File: config.mk
export PLATFORM = sky130hd
export DESIGN_NAME = mem_stage_latch_flat
export DESIGN_NICKNAME = d
export VERILOG_FILES = /design/src/rtl/mem_stage_latch_if.sv /design/src/rtl/mem_stage_latch.sv /design/src/flat_wrapper.sv
export SDC_FILE = /design/constraint.sdc
export NUM_CORES = 1
export LEC_CHECK = 0
export CORE_MARGIN = 4
export CORE_UTILIZATION = 40
export DETAILED_ROUTE_END_ITERATION = 6
export PLACE_DENSITY_LB_ADDON = 0.08
export SKIP_CTS_REPAIR_TIMING = 1
export SLEW_MARGIN = 20
export SYNTH_ARGS = -nofsm -noshare
export SYNTH_HDL_FRONTEND = slang
export SYNTH_SLANG_ARGS = --single-unit
File: constraint.sdc
create_clock -name clock -period 1.3 [get_ports clock]
set_input_delay 0.26 -clock clock [delete_from_list [all_inputs] [get_ports clock]]
set_output_delay 0.26 -clock clock [all_outputs]
set_load 0.005 [all_outputs]
File: src/rtl/mem_stage_latch_if.sv
// Data-memory request/response bundle between the MEM pipeline stage
// (master) and the data memory (slave).
interface mem_stage_latch_if;
  logic        dmem_req;
  logic        dmem_wren;
  logic [11:0] dmem_addr;
  logic [31:0] dmem_data;
  logic        dmem_ready;
  logic [31:0] dmem_q;

  modport master (
    output dmem_req,
    output dmem_wren,
    output dmem_addr,
    output dmem_data,
    input  dmem_ready,
    input  dmem_q
  );

  modport slave (
    input  dmem_req,
    input  dmem_wren,
    input  dmem_addr,
    input  dmem_data,
    output dmem_ready,
    output dmem_q
  );
endinterface

File: src/rtl/mem_stage_latch.sv
// MEM pipeline stage: X/M latch, data-memory request FSM and M/W latch.
// Define MEM_WM_BYPASS_EN to forward W results into store data.
module mem_stage_latch (
  input  logic                     clock,
  input  logic                     reset,
  input  logic                     x_valid,
  input  logic [31:0]              x_instr,
  input  logic [31:0]              x_op,
  input  logic [31:0]              x_B,
  output logic                     x_stall,
  mem_stage_latch_if.master        dmem,
  output logic                     w_valid,
  output logic [31:0]              w_instr,
  output logic [31:0]              w_result
);

  localparam logic [4:0] OP_ADD  = 5'b00000;
  localparam logic [4:0] OP_ADDI = 5'b00101;
  localparam logic [4:0] OP_SW   = 5'b00111;
  localparam logic [4:0] OP_LW   = 5'b01000;

  typedef enum logic {
    IDLE = 1'b0,
    REQ  = 1'b1
  } state_t;

  state_t      state;
  state_t      state_next;

  logic        xm_valid;
  logic [31:0] xm_instr;
  logic [31:0] xm_op;
  logic [31:0] xm_B;

  logic        x_is_mem;
  logic        xm_is_lw;
  logic        xm_is_sw;

  assign x_is_mem = x_valid && ((x_instr[31:27] == OP_LW) || (x_instr[31:27] == OP_SW));
  assign xm_is_lw = (xm_instr[31:27] == OP_LW);
  assign xm_is_sw = (xm_instr[31:27] == OP_SW);

  always_ff @(posedge clock or negedge reset) begin
    if (!reset) begin
      state <= IDLE;
    end else begin
      state <= state_next;
    end
  end

  // A completing request may hand straight over to a new memory op loaded on the same edge.
  always_comb begin
    state_next     = state;
    x_stall        = 1'b0;
    dmem.dmem_req  = 1'b0;
    dmem.dmem_wren = 1'b0;
    case (state)
      IDLE: begin
        if (x_is_mem) begin
          state_next = REQ;
        end
      end
      REQ: begin
        dmem.dmem_req  = 1'b1;
        dmem.dmem_wren = xm_is_sw;
        x_stall        = !dmem.dmem_ready;
        if (dmem.dmem_ready) begin
          state_next = x_is_mem ? REQ : IDLE;
        end
      end
      default: begin
        state_next = IDLE;
      end
    endcase
  end

  always_ff @(posedge clock or negedge reset) begin
    if (!reset) begin
      xm_valid <= 1'b0;
      xm_instr <= 32'd0;
      xm_op    <= 32'd0;
      xm_B     <= 32'd0;
    end else if (!x_stall) begin
      xm_valid <= x_valid;
      xm_instr <= x_instr;
      xm_op    <= x_op;
      xm_B     <= x_B;
    end
  end

  // While waiting on memory, W emits bubbles but keeps its last instr/result.
  always_ff @(posedge clock or negedge reset) begin
    if (!reset) begin
      w_valid  <= 1'b0;
      w_instr  <= 32'd0;
      w_result <= 32'd0;
    end else if (state == IDLE) begin
      w_valid  <= xm_valid;
      w_instr  <= xm_instr;
      w_result <= xm_op;
    end else if (dmem.dmem_ready) begin
      w_valid  <= 1'b1;
      w_instr  <= xm_instr;
      w_result <= xm_is_lw ? dmem.dmem_q : xm_op;
    end else begin
      w_valid  <= 1'b0;
    end
  end

  assign dmem.dmem_addr = xm_op[11:0];

`ifdef MEM_WM_BYPASS_EN
  logic w_writes_reg;
  logic bypass_now;
  logic bypass_hold;

  assign w_writes_reg = (w_instr[31:27] == OP_ADD) ||
                        (w_instr[31:27] == OP_ADDI) ||
                        (w_instr[31:27] == OP_LW);

  assign bypass_now = (state == REQ) && xm_is_sw && w_valid && w_writes_reg &&
                      (w_instr[26:22] == xm_instr[26:22]) && (xm_instr[26:22] != 5'd0);

  // W turns into a bubble after the first wait cycle but w_result holds, so the
  // forwarding decision is remembered to keep store data stable across waits.
  always_ff @(posedge clock or negedge reset) begin
    if (!reset) begin
      bypass_hold <= 1'b0;
    end else begin
      bypass_hold <= (state == REQ) && !dmem.dmem_ready && (bypass_now || bypass_hold);
    end
  end

  assign dmem.dmem_data = (bypass_now || bypass_hold) ? w_result : xm_B;
`else
  assign dmem.dmem_data = xm_B;
`endif

endmodule

File: src/flat_wrapper.sv
// flat-port wrapper written by rule: the top's interface ports become plain ports
module mem_stage_latch_flat 
  (clock, reset, x_valid, x_instr, x_op, x_B, x_stall, w_valid, w_instr, w_result, dmem_dmem_req, dmem_dmem_wren, dmem_dmem_addr, dmem_dmem_data, dmem_dmem_ready, dmem_dmem_q);
  mem_stage_latch_if dmem_i ();
  input  logic clock;
  input  logic reset;
  input  logic x_valid;
  input  logic [31:0] x_instr;
  input  logic [31:0] x_op;
  input  logic [31:0] x_B;
  output logic x_stall;
  output logic w_valid;
  output logic [31:0] w_instr;
  output logic [31:0] w_result;
  output wire logic [$bits(dmem_i.dmem_req)-1:0] dmem_dmem_req;
  output wire logic [$bits(dmem_i.dmem_wren)-1:0] dmem_dmem_wren;
  output wire logic [$bits(dmem_i.dmem_addr)-1:0] dmem_dmem_addr;
  output wire logic [$bits(dmem_i.dmem_data)-1:0] dmem_dmem_data;
  input wire logic [$bits(dmem_i.dmem_ready)-1:0] dmem_dmem_ready;
  input wire logic [$bits(dmem_i.dmem_q)-1:0] dmem_dmem_q;
  assign dmem_dmem_req = dmem_i.dmem_req;
  assign dmem_dmem_wren = dmem_i.dmem_wren;
  assign dmem_dmem_addr = dmem_i.dmem_addr;
  assign dmem_dmem_data = dmem_i.dmem_data;
  assign dmem_i.dmem_ready = dmem_dmem_ready;
  assign dmem_i.dmem_q = dmem_dmem_q;
  mem_stage_latch u_core (.clock(clock), .reset(reset), .x_valid(x_valid), .x_instr(x_instr), .x_op(x_op), .x_B(x_B), .x_stall(x_stall), .dmem(dmem_i), .w_valid(w_valid), .w_instr(w_instr), .w_result(w_result));
endmodule
==> results of run 1 <==
==> logic make-up (layout without fill, tap and decap cells) <==
logic type             after synthesis  count (layout)  synth area share, %
AOI/OAI and AO/OA                   97              97                 7.98
buffers and inverters               61             335                 5.02
and+or+nand+nor                    430             430                 25.1
muxes                                1               1                0.171
DFF                                163             163                 61.8
==> cells in the final DEF (no fill, tap or decap), types with 5 or more instances in the layout <==
cell / synthesis / routed
clkdlybuf4s50_1: 0 / 130
nor2_1: 33 / 32
a31oi_4: 0 / 25
a21oi_2: 0 / 21
o21ai_0: 31 / 13
dlymetal6s2s_1: 0 / 109
o21ai_1: 2 / 17
buf_6: 3 / 6
a31oi_1: 33 / 8
a21oi_1: 31 / 10
nand2_1: 387 / 387
dfrtp_1: 163 / 163
inv_6: 0 / 5
clkbuf_16: 0 / 25
buf_4: 14 / 28
buf_12: 0 / 11
==> final cells by class <==
cell class                 instances  area (um^2)  area share, %
clock buffer                      18          429           3.85
clock inverter                    14          153           1.37
inverter                           1         6.26         0.0561
multi-input combinational        528         2680           24.1
sequential                       163         4080           36.6
tap                              216          270           2.42
timing repair buffer             302         3530           31.6
==> how the worst min path moves through the flow <==
stage,from,to,slack [ns]
2_1_floorplan,reset,u_core.dmem.dmem_data[0]$_DFFE_PN0N_,-0.04
3_3_place_gp,reset,u_core.w_instr[18]$_DFFE_PN0N_,0.11
3_5_place_dp,reset,u_core.xm_instr[16]$_DFFE_PN0N_,0.11
4_1_cts,reset,u_core.w_instr[23]$_DFFE_PN0N_,-0.33
5_1_grt,reset,u_core.xm_instr[16]$_DFFE_PN0N_,0.27
6_report,reset,u_core.w_instr[18]$_DFFE_PN0N_,0.26
==> cell usage after synthesis <==
master       n  area share (%)
and4bb_1     1            0.19
nand4bb_1    1            0.17
buf_2       22             1.7
buf_4       14             1.6
mux2_2       1            0.17
nand3_1      1           0.076
a21oi_1     31             2.3
buf_6        3            0.51
o21ai_1      2            0.15
nand2_1    387              22
dfrtp_1    163              62
or2_1        1           0.095
nor4b_1      1            0.13
a31oi_1     33             3.1
and3_1       1           0.095
clkbuf_1    21             1.2
nand2b_1     2            0.19
nor2_1      33             1.9
o21ai_0     31             2.3
nor2b_1      1           0.095
nor4bb_1     1            0.15
inv_2        1           0.057
==> critical path, cell delays in order (launching register included) <==
cell	delay [ns]
dfrtp_1	0.39
nor4bb_2	0.27
and3_1	0.20
clkbuf_2	0.12
==> power by group through the flow <==
stage	Sequential, mW	Clock [mW]	Combinational (mW)
global placement	5.71	0	1.70
global route	5.67	5.28	2.01
finish	5.63	4.94	1.84
detailed placement	5.72	0	1.71
floorplan	5.72	0	0.456
CTS	5.63	5.03	1.71
==> metal layers <==
layer	share of wire (%)	wire length, um
met1	41	8570
met2	50	10300
met3	7.1	1470
met4	1.5	315
met5	0	0
==> sequential cells by signal, indices dropped and copies added (netlist names) <==
signal                 cells
u_core.w_instr            32
u_core.w_result           32
u_core.xm_op              32
u_core.state               1
u_core.xm_instr           32
u_core.dmem.dmem_data     32
u_core.xm_valid            1
u_core.w_valid             1
==> metrics, run 1 <==
vias in the first global route 5643; initial antenna violation count 0; Slew @ Worst Pin 0.278 ns; GR peak layer met2; Tcrit/Tclk final 127%; switching share of power 24.5%; layout cell share with drive strength beyond 1 ~15%; Detailed Route WL about 21 mm; Place WS -0.355 ns; Post-route DRC 0; Setup Viol. Count Final 34; critical path class flop to primary output; H-tree depth 4; worst min path class primary input to async pin; setup TNS -4.78 ns; synthesized cell area 0.00660 mm^2; largest net degree at the start of global routing 54; syn_nets 884; Die ar. around 0.019 mm^2; Reg power frac between 40% and 50%; pwr dens between 1000 and 1500 mW/mm^2; Max Fanout on Critical Path 2; post-route cell area 0.0111 mm^2; buffers added on ports ~240; initial drt markers between 200 and 250; Power Total between 10 and 15 mW; origin of the worst setup path u_core.xm_instr[30]$_DFFE_PN0N_; Clock Skews approximately 0.011 ns; Worst-path clk slew roughly 0.060 ns; CP Launch Type flop; Yosys cell types 22; NetSw between 3 and 4 mW; Max-slew headroom 81.2%; CP Capture Type primary output; syn avg cell area between 8 and 9 um^2; M2 GR Usage 32.3%; clock share of power roughly two fifths; Die Width ~140 um; RR Startpoint u_core.xm_instr[29]$_DFFE_PN0N_; worst path required time between 1 and 1.5 ns; CP arrival about 1.4 ns; Final min period 1.65 ns; vias per cell about 4.8; total placed cells including tap cells 1183; Fin. Hold Viols 0; Static Leak between 5 and 6 nW; clk root buf clkbuf_16; met1 Use GR ~25%; worst setup path endpoint dmem_dmem_wren; Ports around 240; status complete, but fails checks; Placement Cell Area ~0.0094 mm^2; violated checks negative setup slack; Skew-Pair Late Insertion Delay 0.41 ns; clk buf depth 2; Internal between 9 and 10 mW; Layout area overhead 68.8%; reg2reg setup slack -0.18 ns; TritonCTS clock tree yes; Post-DP HPWL 12.6 mm; Final Core Density between 60% and 70%; number of routed nets with antenna violations 0; GRT Overall Usage 19.7%; Core Rows 46; nets 1145; antenna cell count 0; Yosys warnings 0; VDD IR-drop max 0.883 mV; RSZ-0062 raised after global routing yes; Slew Viols, Final 0; hold slack about 0.26 ns; f_max a little over 600 MHz; Comb power frac ~15%; # fillers 1241; Placer Congestion 0.780; clk sinks ~160; met3 usage 6.88%; worst-case reg-to-reg path depth 5; max_cap viols 0; Via Count around 6000; post-synthesis instance total 752; FF-to-FF End u_core.w_result[29]$_DFFE_PN0N_; drt wl/cell approximately 17 um; first-pass GRT wire length a little under 30 mm; synthesized flop and latch total approximately 160; Num CTS Buffers 17; DIE HEIGHT ~140 um; Finished Layout Cells ~1200; grt total ovfl 0; register area share after synthesis around 62%; final worst slack -0.348 ns; DR pass1 iterations 5; Placeable Area about 0.016 mm^2; Initial Util between 40% and 50%
(Power assumes the default switching activity.)
==> inputs of run 2 (changes only) <==
- PLACE_DENSITY: default -> 0.84
- PLACE_DENSITY_LB_ADDON: 0.08 -> default
- SKIP_CTS_REPAIR_TIMING: 1 -> default
==> run 2 against run 1 <==
The flow still finishes with violations (negative setup slack); critical path depth increased by 4; register-to-register slack lost 0.17 ns; first-iteration DRC count up 69%; power grew 0.91%; wire length grew 9.1%; critical path type is now flop to flop; critical endpoint is now u_core.w_result[18]$_DFFE_PN0N_.
==> metrics, run 2 (synthesized netlist as in run 1, its figures left out) <==
drt wl/cell ~18 um; CP Capture Type flop; Final Core Density 67.2%; RSZ-0062 raised after global routing yes; number of routed nets with antenna violations 0; Slew Viols, Final 0; Place WS -0.479 ns; Post-route DRC 0; worst path required time around 1.6 ns; Core Rows 46; VDD IR-drop max 0.869 mV; Ports 244; Die ar. 0.0186 mm^2; Tcrit/Tclk final 127%; Setup Viol. Count Final 41; Placer Congestion 0.818; cell depth of the worst setup path 7; RR Startpoint u_core.xm_instr[31]$_DFFE_PN0N_; H-tree depth 4; Initial Util approximately 41%; violated checks negative setup slack; status complete, but fails checks; clk buf depth 2; Fin. Hold Viols 0; Placeable Area 0.0161 mm^2; Clock Skews roughly 0.012 ns; origin of the worst setup path u_core.xm_instr[31]$_DFFE_PN0N_; pwr dens approximately 1200 mW/mm^2; CP bufs+invs 4; reg2reg setup slack -0.35 ns; layout cell share with drive strength beyond 1 around 24%; CP arrival slightly below 2 ns; critical path class flop to flop; buffers added on ports 243; CP Launch Type flop; Worst-path clk slew 0.06 ns; FF-to-FF End u_core.w_result[18]$_DFFE_PN0N_; CP max-delay cell and4bb_4; DIE HEIGHT approximately 140 um; Num CTS Buffers 17; worst setup path endpoint u_core.w_result[18]$_DFFE_PN0N_; most frequent cells in the layout 386 x nand2_1, 163 x dfrtp_1, 130 x clkdlybuf4s50_1; Slew @ Worst Pin ~0.39 ns; DR pass1 iterations 5; commonest non-fill, non-tap cell in the layout nand2_1; grt total ovfl 0; Final min period ~1.6 ns; max incr delay on CP between 0.4 and 0.5 ns; worst-case reg-to-reg path depth 7; Layout area overhead 63.4%; largest net degree at the start of global routing 63; max_cap viols 0; final worst slack -0.347 ns; worst path cell trace buf_4, buf_6, and4bb_4, buf_12, buf_12, a31oi_4, a21oi_2; Crit path top cell by count buf_12; nets between 1000 and 1500; delay-heaviest family, CP buffers and inverters; # fillers around 1200; TritonCTS clock tree yes; Die Width 136 um; clk sinks between 150 and 200; initial drt markers ~390; Post-DP HPWL around 13 mm; Skew-Pair Late Insertion Delay about 0.42 ns; Max Fanout on Critical Path 8; GRT Overall Usage 21.2%; Max-slew headroom 73.9%; Static Leak ~5.1 nW; f_max ~610 MHz; vias in the first global route 6147; Via Count 6423; initial antenna violation count 1; vias per cell approximately 5.0; Detailed Route WL roughly 23 mm; worst min path class primary input to async pin; first-pass GRT wire length between 30 and 40 mm; clk root buf clkbuf_16
run 2: changes by cell type in the layout (fill, tap and decap cells not counted), moves of 7 or more:
cell,before,now
buf_2,0,19
dlymetal6s2s_1,109,0
buf_4,28,49
clkdlybuf4s15_1,0,31
clkbuf_2,3,60
buf_6,6,13
run 2: timing repair:
item / in CTS / in global routing
setup buffers: 27 / 15
hold buffers: 1 / 0
cloned: 3 / 9
hold endpoints to repair: 26 / 0
gates resized for setup: 306 / 138
endpoints found under the setup margin: 181 / 223
pin swaps: 65 / 18
run 2: through the flow:
step	TNS [ns]	total power [mW]	hold slack [ns]	cell area, um^2	cells
final	-9.44	12.5	0.316	10800	1272
after floorplan	0	6.18	-0.0356	6600	752
after detailed placement	-47.31	7.46	0.192	9450	1188
after global routing	-10.78	13.0	0.343	10800	1272
after CTS	-5.65	12.5	0.323	10500	1250
after global placement	-42.19	7.40	0.191	9450	1188
run 2: worst register-to-register path, stage by stage, from the launching register on:
cell and delay (ns):
dfrtp_1 0.39, buf_4 0.14, buf_6 0.11, and4bb_4 0.41, buf_12 0.13, buf_12 0.15, a31oi_4 0.10, a21oi_2 0.15
run 2: how the worst min path moves through the flow:
stage / depth (start not counted) / slack [ns] / to / startpoint
2_1_floorplan: 0 / -0.04 / u_core.dmem.dmem_data[0]$_DFFE_PN0N_ / reset
3_3_place_gp: 1 / 0.19 / u_core.w_instr[17]$_DFFE_PN0N_ / reset
3_5_place_dp: 1 / 0.19 / u_core.w_instr[20]$_DFFE_PN0N_ / reset
4_1_cts: 2 / 0.32 / u_core.w_instr[20]$_DFFE_PN0N_ / reset
5_1_grt: 2 / 0.34 / u_core.w_instr[20]$_DFFE_PN0N_ / reset
6_report: 2 / 0.32 / u_core.w_instr[20]$_DFFE_PN0N_ / reset
run 2: area by class of cell:
cell class / instances / area [um^2] / share of cell area, %
diodes: 1 / 2.50 / 0.0232
multi-input cells: 528 / 2680 / 24.8
inverters: 1 / 8.76 / 0.0812
flip-flops and latches: 163 / 4080 / 37.8
clock inverters: 10 / 134 / 1.24
repair buffers: 332 / 3160 / 29.3
well taps: 216 / 270 / 2.50
clock buffers: 21 / 450 / 4.17
run 2: layer usage:
layer / global-route usage (%) / routed length [um] / up-vias
met5: 0 / 0 / -
met4: 7.22 / 558 / 0
met3: 6.18 / 1740 / 33
met2: 36.9 / 11700 / 292
met1: 25.2 / 8570 / 3131
li1: - / - / 2967
run 2: report_power, final:
part           internal [mW]  switching, mW  leakage, nW  total, mW
Sequential              5.44          0.211         1.91       5.65
Combinational           1.01          0.820         2.95       1.83
Clock                   3.05           1.99        0.283       5.04
Total                   9.50           3.02         5.14       12.5
==> inputs of run 3 (changes only) <==
- CORE_UTILIZATION: 40 -> 57
- DONT_BUFFER_PORTS: default -> 1
- PLACE_DENSITY: 0.84 -> 0.83
==> run 3 against run 2 <==
The flow now stops in 5_1_grt; area after synthesis stayed put; synthesized cell count unchanged.
==> metrics, run 3 <==
status did not finish; Exit stage 5_1_grt; Error [ERROR GRT-0232] Routing congestion too high. Check the congestion heatmap in the GUI.; Initial Util just under 60%; DIE HEIGHT around 120 um; Placer Congestion between 0.8 and 0.9; Placement Cell Area between 0.006 and 0.007 mm^2; post-synthesis instance total around 750; synthesized cell area 0.00660 mm^2; worst setup endpoint GRT dmem_dmem_wren; post-synth top area share around 62%; Post-synth EDFFs 0; clk sinks ~160; syn avg cell area 8.78 um^2; Post-DP HPWL 11.1 mm; top_reg_cell synth dfrtp_1; clk root buf clkbuf_16; register area share after synthesis a little over 60%; Post-synth top cells 387 x nand2_1, 163 x dfrtp_1, 33 x a31oi_1, 33 x nor2_1; ys async rst share 100%; Yosys warnings 0; syn_nets around 880; synthesized flop and latch total roughly 160; most frequent cell after synthesis nand2_1; Ports approximately 240; Place WS -0.0368 ns; Synth area leader dfrtp_1; Num CTS Buffers 17; largest net degree at the start of global routing between 150 and 200; Die Width about 120 um; worst_ep kind output port; total placed cells including tap cells approximately 860; clk buf depth 2; GRT Overall Usage 85.2%; grt total ovfl roughly 370; buffers added on ports 0; Yosys cell types 22; H-tree depth 4; dominant cells by area after synthesis dfrtp_1 62%, nand2_1 22%, a31oi_1 3.1%; Core Rows 39
[run 3: cell counts after synthesis]
Identical to the previous run, type by type.
[run 3: repair_timing]
item,CTS
gates resized for setup,56
pin swaps,25
cloned,6
hold buffers,99
endpoints found under the hold margin,262
endpoints found under the setup margin,22
setup buffers,13
[run 3: metrics by stage]
stage / util, % / hold WS [ns]
after CTS: 77.6 / -0.479
after detailed placement: 60.0 / -0.0313
after global placement: 60.0 / -0.0303
after floorplan: - / -0.0356
[run 3: kinds of logic after synthesis]
family | Yosys count | synth area share, %
AOI/OAI and AO/OA | 97 | 7.98
buffers and inverters | 61 | 5.02
DFF | 163 | 61.8
muxes | 1 | 0.171
and+or+nand+nor | 430 | 25.1
[run 3: per-layer routing]
layer	GRT usage (%)	GRT overflow
met5	27.8	0
met4	102	179
met3	68.8	4
met1	79.3	0
met2	102	184
==> inputs of run 4 (changes only) <==
- CORE_UTILIZATION: 57 -> 40
- PLACE_DENSITY: 0.83 -> default
- PLACE_DENSITY_LB_ADDON: default -> 0.15
- clock period: 1.3 -> 1.7 ns (I/O delays scaled with it)
==> run 4 against run 3 <==
The flow now finishes, with violations (negative hold slack).
==> metrics, run 4 (synthesized netlist as in run 1, its figures left out) <==
status complete, but fails checks; violated checks negative hold slack; Via Count approximately 5000; clk buf depth 2; Setup Viol. Count Final 0; origin of the worst setup path u_core.xm_instr[30]$_DFFE_PN0N_; VDD IR-drop max roughly 0.65 mV; drt wl/cell 17.3 um; Die ar. roughly 0.019 mm^2; grt total ovfl 0; vias in the first global route between 4000 and 5000; buffers added on ports 0; final worst slack 0.0298 ns; CP arrival 1.33 ns; worst path cell trace nor4bb_4, and3_4; Initial Util approximately two fifths; Skew-Pair Late Insertion Delay between 0.4 and 0.5 ns; Worst-path clk slew around 0.06 ns; Post-DP HPWL roughly 11 mm; setup TNS 0 ns; hold slack -0.383 ns; RSZ-0062 raised after global routing yes; Max Fanout on Critical Path 2; antenna cell count 0; Slew Viols, Final 0; Die Width 136 um; worst min path class primary input to async pin; vias per cell about 5; worst path required time 1.36 ns; most frequent cells in the layout 387 x nand2_1, 162 x dfrtp_1, 33 x a31oi_1; Static Leak between 3 and 4 nW; initial drt markers ~360; number of routed nets with antenna violations 0; Post-route DRC 0; GRT Overall Usage approximately 18%; Finished Layout Cells ~960; Place WS between 0.2 and 0.25 ns; pwr dens roughly 1200 mW/mm^2; DIE HEIGHT 136 um; Fin. Hold Viols around 160; RR Startpoint u_core.xm_instr[31]$_DFFE_PN0N_; Slew @ Worst Pin between 0.3 and 0.4 ns; Final min period 1.67 ns; H-tree depth 4; commonest non-fill, non-tap cell in the layout nand2_1; Tcrit/Tclk final 98.2%; Power Total 8.63 mW; f_max between 500 and 600 MHz; first-pass GRT wire length approximately 26 mm; DR pass1 iterations 5; nets 861; Placeable Area 0.0161 mm^2; total placed cells including tap cells between 900 and 1000; Ports 244; layout cell share with drive strength beyond 1 around 7.5%; clk sinks around 160; Clock Skews roughly 0.0076 ns; largest net degree at the start of global routing ~160; Core Rows 46; Layout area overhead 12.5%; max_cap viols 0; CP Capture Type primary output; Max-slew headroom 77.2%; Placer Congestion around 0.74; initial antenna violation count 0; critical path class flop to primary output; max incr delay on CP just over 0.4 ns; Detailed Route WL ~17 mm; CP max-delay cell dfrtp_1; CP Launch Type flop; TritonCTS clock tree yes; clk root buf clkbuf_16; Num CTS Buffers 17
## run 4: worst max-delay path: cells and delay by family, from the launching register on
| kind | cells | cell delay [ns] |
|---|---|---|
| and+or+nand+nor | 2 | 0.51 |
| DFF | 1 | 0.41 |
## run 4: layout make-up
class / count / area, um^2
Fill cell: 1587 / 8630
Inverter: 1 / 8.76
Clock inverter: 13 / 149
Sequential cell: 163 / 4080
Tap cell: 216 / 270
Clock buffer: 19 / 443
Multi-Input combinational cell: 528 / 2220
Timing Repair Buffer: 18 / 253
## run 4: repair_timing
action / CTS / global route
gates cloned: 0 / 1
setup endpoints to repair: 2 / 2
resized for setup: 4 / 1
endpoints found under the hold margin: 163 / 163
pin swaps: 2 / 1
buffers inserted: 3 / 0
## run 4: worst paths after layout
check                                                        endpoint  slack [ns]  cells past startpoint
worst min register to register           u_core.xm_op[25]$_DFFE_PN0N_        0.46                      2
worst max register to register        u_core.w_result[16]$_DFFE_PN0N_        0.24                      5
worst min-delay path                   u_core.w_instr[18]$_DFFE_PN0N_       -0.38                      0
worst max-delay path                                   dmem_dmem_wren        0.03                      2
min in group clock              u_core.dmem.dmem_data[15]$_DFFE_PN0N_        0.03                      2
max in group asynchronous       u_core.dmem.dmem_data[12]$_DFFE_PN0N_        1.81                      0
## run 4: routing by layer
metal | GRT usage, % | share of wire, %
met5 | 0 | 0
met4 | 6.83 | 2.3
met3 | 7.13 | 10
met2 | 28.2 | 48
met1 | 22.2 | 39
## run 4: power by group
group | total, mW | internal (mW) | switching [mW]
Clock | 3.82 | 2.23 | 1.60
Combinational | 0.420 | 0.176 | 0.245
Sequential | 4.39 | 4.16 | 0.230
## run 4: stage by stage
stage / cell area, um^2 / hold WS [ns] / util, %
floorplan: 6600 / 0.0444 / -
CTS: 7400 / -0.409 / 46.1
finish: 7430 / -0.383 / 46.3
global placement: 6760 / 0.0497 / 42.1
detailed placement: 6760 / 0.0499 / 42.1
global route: 7430 / -0.407 / 46.3
